`config.mk`:
```
export PLATFORM = sky130hd
export DESIGN_NAME = next_pc_sequencer
export DESIGN_NICKNAME = d
export VERILOG_FILES = /design/src/rtl/next_pc_sequencer.sv
export SDC_FILE = /design/constraint.sdc
export NUM_CORES = 1
export LEC_CHECK = 0
export CAP_MARGIN = 20
export CELL_PAD_IN_SITES_DETAIL_PLACEMENT = 0
export CELL_PAD_IN_SITES_GLOBAL_PLACEMENT = 1
export CORE_MARGIN = 2
export CORE_UTILIZATION = 46
export DETAILED_ROUTE_END_ITERATION = 7
export DONT_BUFFER_PORTS = 1
export PLACE_DENSITY = 0.79
export SETUP_SLACK_MARGIN = 0.2
export SYNTH_ARGS = -nofsm -noshare
export SYNTH_HDL_FRONTEND = slang
export SYNTH_SLANG_ARGS = --single-unit
```
`constraint.sdc`:
```
create_clock -name clk -period 5.2 [get_ports clk]
set_input_delay 0.78 -clock clk [delete_from_list [all_inputs] [get_ports clk]]
set_output_delay 0.78 -clock clk [all_outputs]
set_load 0.02 [all_outputs]
```
`src/rtl/next_pc_sequencer.sv`:
```
// Six-step instruction sequencer that collects redirect requests during steps 0..4
// and registers the resolved next-PC on the edge leaving step 4.
module next_pc_sequencer (
  input  logic        clk,
  input  logic        reset,
  input  logic [31:0] pc_cur,
  input  logic        halt,
  input  logic        br_req,
  input  logic        br_taken,
  input  logic [15:0] br_off,
  input  logic        j_req,
  input  logic [25:0] j_tgt,
  input  logic        jr_req,
  input  logic [31:0] jr_tgt,
  output logic [31:0] pc_next,
  output logic [2:0]  step,
  output logic        pc_load,
  output logic [31:0] pc_plus4,
  output logic        misalign
);

  typedef enum logic [2:0] {
    STEP0 = 3'd0,
    STEP1 = 3'd1,
    STEP2 = 3'd2,
    STEP3 = 3'd3,
    STEP4 = 3'd4,
    STEP5 = 3'd5
  } step_t;

  step_t state, state_nxt;

  logic        accept, clear, commit;
  logic        jr_v, j_v, br_v;
  logic [29:0] jr_lat;
  logic [25:0] j_lat;
  logic [15:0] br_lat;
  logic        br_hit;
  logic        jr_eff, j_eff, br_eff;
  logic [29:0] jr_addr;
  logic [25:0] j_addr;
  logic [15:0] br_sel;
  logic [31:0] br_target;
  logic [31:0] target;

  // NOTE: sequential state uses <= so every flop samples pre-edge values; blocking
  // assignments here would make results depend on statement order.
  always_ff @(posedge clk) begin
    if (reset) state <= STEP0;
    else       state <= state_nxt;
  end

  // NOTE: defaulting every always_comb output first means no path leaves it
  // unassigned, so no latch is inferred.
  always_comb begin
    state_nxt = state;
    if (!halt) begin
      unique case (state)
        STEP0:   state_nxt = STEP1;
        STEP1:   state_nxt = STEP2;
        STEP2:   state_nxt = STEP3;
        STEP3:   state_nxt = STEP4;
        STEP4:   state_nxt = STEP5;
        default: state_nxt = STEP0;
      endcase
    end
  end

  always_comb begin
    step    = state;
    pc_load = (state == STEP5);
  end

  assign accept = !halt && (state != STEP5);
  assign clear  = !halt && (state == STEP5);
  assign commit = !halt && (state == STEP4);
  assign br_hit = br_req && br_taken;

  // NOTE: these are a handful of plain registers, so all of them are reset;
  // only large storage arrays would be left unreset.
  always_ff @(posedge clk) begin
    if (reset) begin
      jr_v   <= 1'b0;
      j_v    <= 1'b0;
      br_v   <= 1'b0;
      jr_lat <= '0;
      j_lat  <= '0;
      br_lat <= '0;
    end else if (clear) begin
      jr_v <= 1'b0;
      j_v  <= 1'b0;
      br_v <= 1'b0;
    end else if (accept) begin
      if (jr_req) begin
        jr_v   <= 1'b1;
        jr_lat <= jr_tgt[31:2];
      end
      if (j_req) begin
        j_v   <= 1'b1;
        j_lat <= j_tgt;
      end
      if (br_hit) begin
        br_v   <= 1'b1;
        br_lat <= br_off;
      end
    end
  end

  always_ff @(posedge clk) begin
    if (reset)                                     misalign <= 1'b0;
    else if (accept && jr_req && |jr_tgt[1:0])     misalign <= 1'b1;
  end

  // Same-edge requests take part in the step-4 resolution and overwrite older data.
  assign jr_eff  = jr_v || jr_req;
  assign j_eff   = j_v || j_req;
  assign br_eff  = br_v || br_hit;
  assign jr_addr = jr_req ? jr_tgt[31:2] : jr_lat;
  assign j_addr  = j_req  ? j_tgt        : j_lat;
  assign br_sel  = br_hit ? br_off       : br_lat;

  assign pc_plus4  = pc_cur + 32'd4;
  assign br_target = pc_plus4 + {{14{br_sel[15]}}, br_sel, 2'b00};

  always_comb begin
    target = pc_plus4;
    if (jr_eff)      target = {jr_addr, 2'b00};
    else if (j_eff)  target = {pc_plus4[31:28], j_addr, 2'b00};
    else if (br_eff) target = br_target;
  end

  always_ff @(posedge clk) begin
    if (reset)       pc_next <= '0;
    else if (commit) pc_next <= target;
  end

endmodule

```
== After elaboration in Yosys (flattened, before gate mapping) ==
Cells that the tools add are included.
Storage, ports and cells
  bits in registers: 111
  input port bits: 113
  output and inout bits: 69
  logic and storage cells: 42
Cells by class
  $add $sub $neg: 2
  equal/unequal tests: 6
  multiplexer cells: 7
  bitwise operators: 1
  reduce and logical (&&, ||, !) cells: 17
Operator list (number)
  $mux W32: 3
  $add A32 B3 Y32 const B: 1
  $add A32 B32 Y32: 1
  $mux W30: 1
  $mux W26: 1
  $mux W16: 1
  $pmux W3 S5: 1
  $reduce_and A2 Y1: 4
  $eq A3 B2 Y1 const B: 2
  $eq A3 B3 Y1 const B: 2
  $logic_and A1 B1 Y1: 6
  $reduce_or A2 Y1: 2
  $eq A3 B1 Y1 const B: 1
  $logic_not A3 Y1: 1
  $logic_or A1 B1 Y1: 3
  $ne A3 B3 Y1 const B: 1
  $logic_not A1 Y1: 1
  $not A1 Y1: 1

== Logic depth before layout (Yosys ltp) ==
  word-level depth: 6
  depth in mapped cells: 18

== Worst setup path after synthesis ==
OpenSTA, ideal clock, no wires.
  kind: input to register
  start point: in pc_cur[2]
  end point: reg pc_next[27]
  arrival time: 4.342 ns
  setup slack: 0.762 ns
  cell stages on the path: 17
  path buffers: 1
  path through: ha_1 nand2_1 nor4_2 nand4_2 nor3_1 xor2_1 ha_1 buf_4 nand3_2 nor4_2 o211ai_1 a41oi_2 nor2_1 or3b_1 a31oi_1 a211oi_1 o41ai_2
Between the ends
  word-level cells in the longest chain between the ends: 5
Ends and longest elaborated chain
  start, declared: RTL line 6  | input logic [31:0] pc_cur,
  $add A32 B3 Y32: RTL line 122  | assign pc_plus4 = pc_cur + 32'd4;
  via pc_plus4[20]: RTL line 18  | output logic [31:0] pc_plus4,
  $add A32 B32 Y32: RTL line 123  | assign br_target = pc_plus4 + {{14{br_sel[15]}}, br_sel, 2'b00};
  $mux W32: RTL line 129  | else if (br_eff) target = br_target;
  $mux W32: RTL line 128  | else if (j_eff) target = {pc_plus4[31:28], j_addr, 2'b00};
  $mux W32: RTL line 127  | if (jr_eff) target = {jr_addr, 2'b00};
  end signal, assigned: RTL line 134  | else if (commit) pc_next <= target;
  end, declared: RTL line 15  | output logic [31:0] pc_next,
The timed path passes the listed nets, and every way through them passes these cells.
A chain may end at the register's enable or synchronous reset.

== Worst setup path in the final report ==
  start point: in pc_cur[2]
  end point: reg pc_next[27]
Between the ends
  word-level cells in the longest chain between the ends: 5
Ends and longest elaborated chain (RTL line)
  $add A32 B3 Y32 (*): 122
  $add A32 B32 Y32: 123
  $mux W32 (*): 129
  $mux W32 (*): 128
  $mux W32 (*): 127
Mark *: on every way between the ends. The rest lies on a longest branch, timed or not.

==> results.sh <==
export IMPL_synth_seq_area_share_pct=29.1
export IMPL_worst_pin_slew_ps=1030
export IMPL_syn_nets=1224
export IMPL_period_needed_ps=4480
export IMPL_hold_class="reg -> reg"
export IMPL_final_max_slew_violation_count=0
export IMPL_start_util_pct=46.5
export IMPL_cp_data_required_time_ps=5470
export IMPL_hold_buffers=0
export IMPL_track_usage_pct=28.2
export IMPL_cts_tree="done"
export IMPL_dr_pass1_iters=5
export IMPL_seq_area_um2=2220
export IMPL_crit_buf_inv=0
export IMPL_swShare_pct=32.9
export IMPL_synth_area_leaders="dfxtp_1 (29%), a21oi_1 (12%), nand2_1 (10%)"
export IMPL_finalSetupViolations=0
export IMPL_syn_area_um2=7630
export IMPL_synthCells=1074
export IMPL_intPower_mw=1.39
export IMPL_grt_setup_unrepaired="no"
export IMPL_synth_top_area_cell="dfxtp_1"
export IMPL_ys_ff_latch=111
export IMPL_maxSlewHeadroom_pct=31.0
export IMPL_power_density_nw_per_um2=253
export IMPL_path_delay_family="simple AND/OR/NAND/NOR gates"
export IMPL_fmax_ghz=0.223
export IMPL_clk_pin_slew_ps=80
export IMPL_vias=7434
export IMPL_end_kind="register"
export IMPL_nets=1198
export IMPL_cts_sinks=111
export IMPL_netlist_cell_type_count=73
export IMPL_fillers=1731
export IMPL_io_buffers=0
export IMPL_seqPwrFrac_pct=43.3
export IMPL_cp_cell_sequence="ha_1 > nand2_1 > nor4_2 > nand4_2 > nor3_1 > xor2_1 > ha_1 > nand3_2 > nor4_2 > o211ai_1 > a41oi_2 > nor2_1 > or3b_1 > a31oi_1 > a211oi_1 > o41ai_2"
export IMPL_post_cts_repair_setup_buffers=0
export IMPL_antenna_left=0
export IMPL_io_pins=182
export IMPL_final_util_pct=50.1
export IMPL_hpwl_mm=18.7
export IMPL_grt_max_degree=117
export IMPL_grt_pass1_vias=6783
export IMPL_n_antenna_cell=0
export IMPL_vdd_drop_max_mv=0.240
export IMPL_wirelength_mm=25.3
export IMPL_avgSynthCellArea_um2=7.10
export IMPL_setup_tns_ps=0
export IMPL_yosysMostFrequentCell="nand2_1"
export IMPL_multiInputGateArea_um2=4980
export IMPL_core_um2=16400
export IMPL_clock_latency_ps=360
export IMPL_area_growth_pct=7.76
export IMPL_hold_viol=0
export IMPL_wl_per_cell_um=19.8
export IMPL_drc_errors=0
export IMPL_drt_iter0_markers=614
export IMPL_grt_pass1_wl_mm=38.7
export IMPL_ys_warn_count=0
export IMPL_comb_power_share_pct=22.8
export IMPL_rows=47
export IMPL_startpoint_type="input port"
export IMPL_synth_edff_count=0
export IMPL_pwr_share_clk_pct=33.9
export IMPL_fp_dieH_um=133
export IMPL_critPathArrivalTime_ps=4750
export IMPL_p_leak_nw=2.99
export IMPL_cts_buffer_depth=2
export IMPL_place_gp_congestion=0.888
export IMPL_synth_common_cells="nand2_1 (208), a21oi_1 (187), dfxtp_1 (111)"
export IMPL_numCtsBuffers=9
export IMPL_synth_top_area_share_pct=29.1
export IMPL_critPathMaxStageDelay_ps=500
export IMPL_die_w_um=133
export IMPL_cts_resized=0
export IMPL_fin_skew_ps=9.40
export IMPL_period_share_pct=86.1
export IMPL_grt_ovfl_total=0
export IMPL_outcome="completed"
export IMPL_cp_slowest_cell="ha_1"
export IMPL_path_class="in -> reg"
export IMPL_die_area_um2=17600
export IMPL_ctsHtreeMaxLevel=3
export IMPL_final_layout_size_suffix_gt1_share_pct=8.93
export IMPL_drv_cap=0
export IMPL_cp_max_fo=9
export IMPL_p_switching_mw=0.684
export IMPL_clockRootBuffer="clkbuf_16"
export IMPL_antenna_found_initial=0
export IMPL_avgViaCountPerCell=5.84
export IMPL_async_flop_share_pct=0
export IMPL_synth_ff_type="dfxtp_1"
-- cell type report --
class / count / area share (%)
Sequential cell: 111 / 27.0
Tap cell: 220 / 3.35
Clock inverter: 7 / 0.944
Multi-Input combinational cell: 849 / 60.6
Clock buffer: 9 / 2.74
Inverter: 42 / 1.92
Timing Repair Buffer: 35 / 3.44
-- flip-flops by register name (all words and copies together), names as in the netlist --
register	cells
br_lat	16
step	3
misalign	1
j_v	1
jr_v	1
jr_lat	30
br_v	1
j_lat	26
pc_next	32
-- placed cells by master (no fill, tap or decap), types with 9 or more instances in the layout --
master and instances:
a211oi_1 11, a21oi_1 187, a221oi_1 12, buf_4 34, clkbuf_16 9, dfxtp_1 111
ha_1 36, inv_1 42, mux2_2 15, nand2_1 208, nand2b_1 13, nand3_1 23
nor2_1 85, nor3_1 21, o21ai_0 58, xnor2_1 30, xor2_1 16
-- stage by stage --
stage / worst slack (ps) / hold WS [ps] / power (mW) / std cells / instance area (µm²)
global placement: 524 / 434 / 1.38 / 1256 / 7890
finish: 720 / 455 / 2.08 / 1273 / 8220
CTS: 758 / 452 / 2.09 / 1272 / 8190
detailed placement: 380 / 441 / 1.39 / 1256 / 7890
floorplan: 762 / 434 / 1.28 / 1074 / 7630
global route: 346 / 466 / 2.17 / 1273 / 8220
-- final timing paths --
| path | endpoint | cells after the start | slack (ps) | from |
|---|---|---|---|---|
| worst max-delay path | pc_next[27] | 16 | 720 | pc_cur[2] |
| worst max register to register | pc_next[22] | 13 | 1730 | br_lat[0] |
| worst min register to register | jr_lat[2] | 2 | 460 | jr_lat[2] |
| worst min-delay path | jr_lat[2] | 2 | 460 | jr_lat[2] |
-- power by group through the flow --
stage,clock [mW],combinational [mW],sequential [mW]
3_5_place_dp,0,0.465,0.921
3_3_place_gp,0,0.464,0.920
5_1_grt,0.745,0.523,0.904
2_1_floorplan,0,0.369,0.915
4_1_cts,0.726,0.468,0.901
6_report,0.704,0.474,0.901
-- metal layers --
layer  GRT usage, %  share of wire (%)  up-vias
li1               -                  -     3706
met1           36.8                 44     3428
met2           44.2                 45      250
met3           7.66                7.9       50
met4           11.1                3.6        0
met5              0                  0        -
-- kinds of logic (layout without fill, tap and decap cells) --
logic type               count (synthesis)  count (layout)  synth area share (%)
flip-flops                             111             111                  29.1
adder cells (fa/ha/maj)                 37              37                  6.17
buffers and inverters                  114              93                  5.81
AO/OA/AOI/OAI                          346             346                  27.0
AND/OR/NAND/NOR                        400             400                  23.6
XOR/XNOR                                47              47                  5.50
multiplexers                            19              19                  2.74
-- worst min-delay path, stage by stage, from the launching register on --
cell,delay [ps]
dfxtp_1,310
nand2_1,50
a21oi_1,50
(Power assumes the default switching activity.)
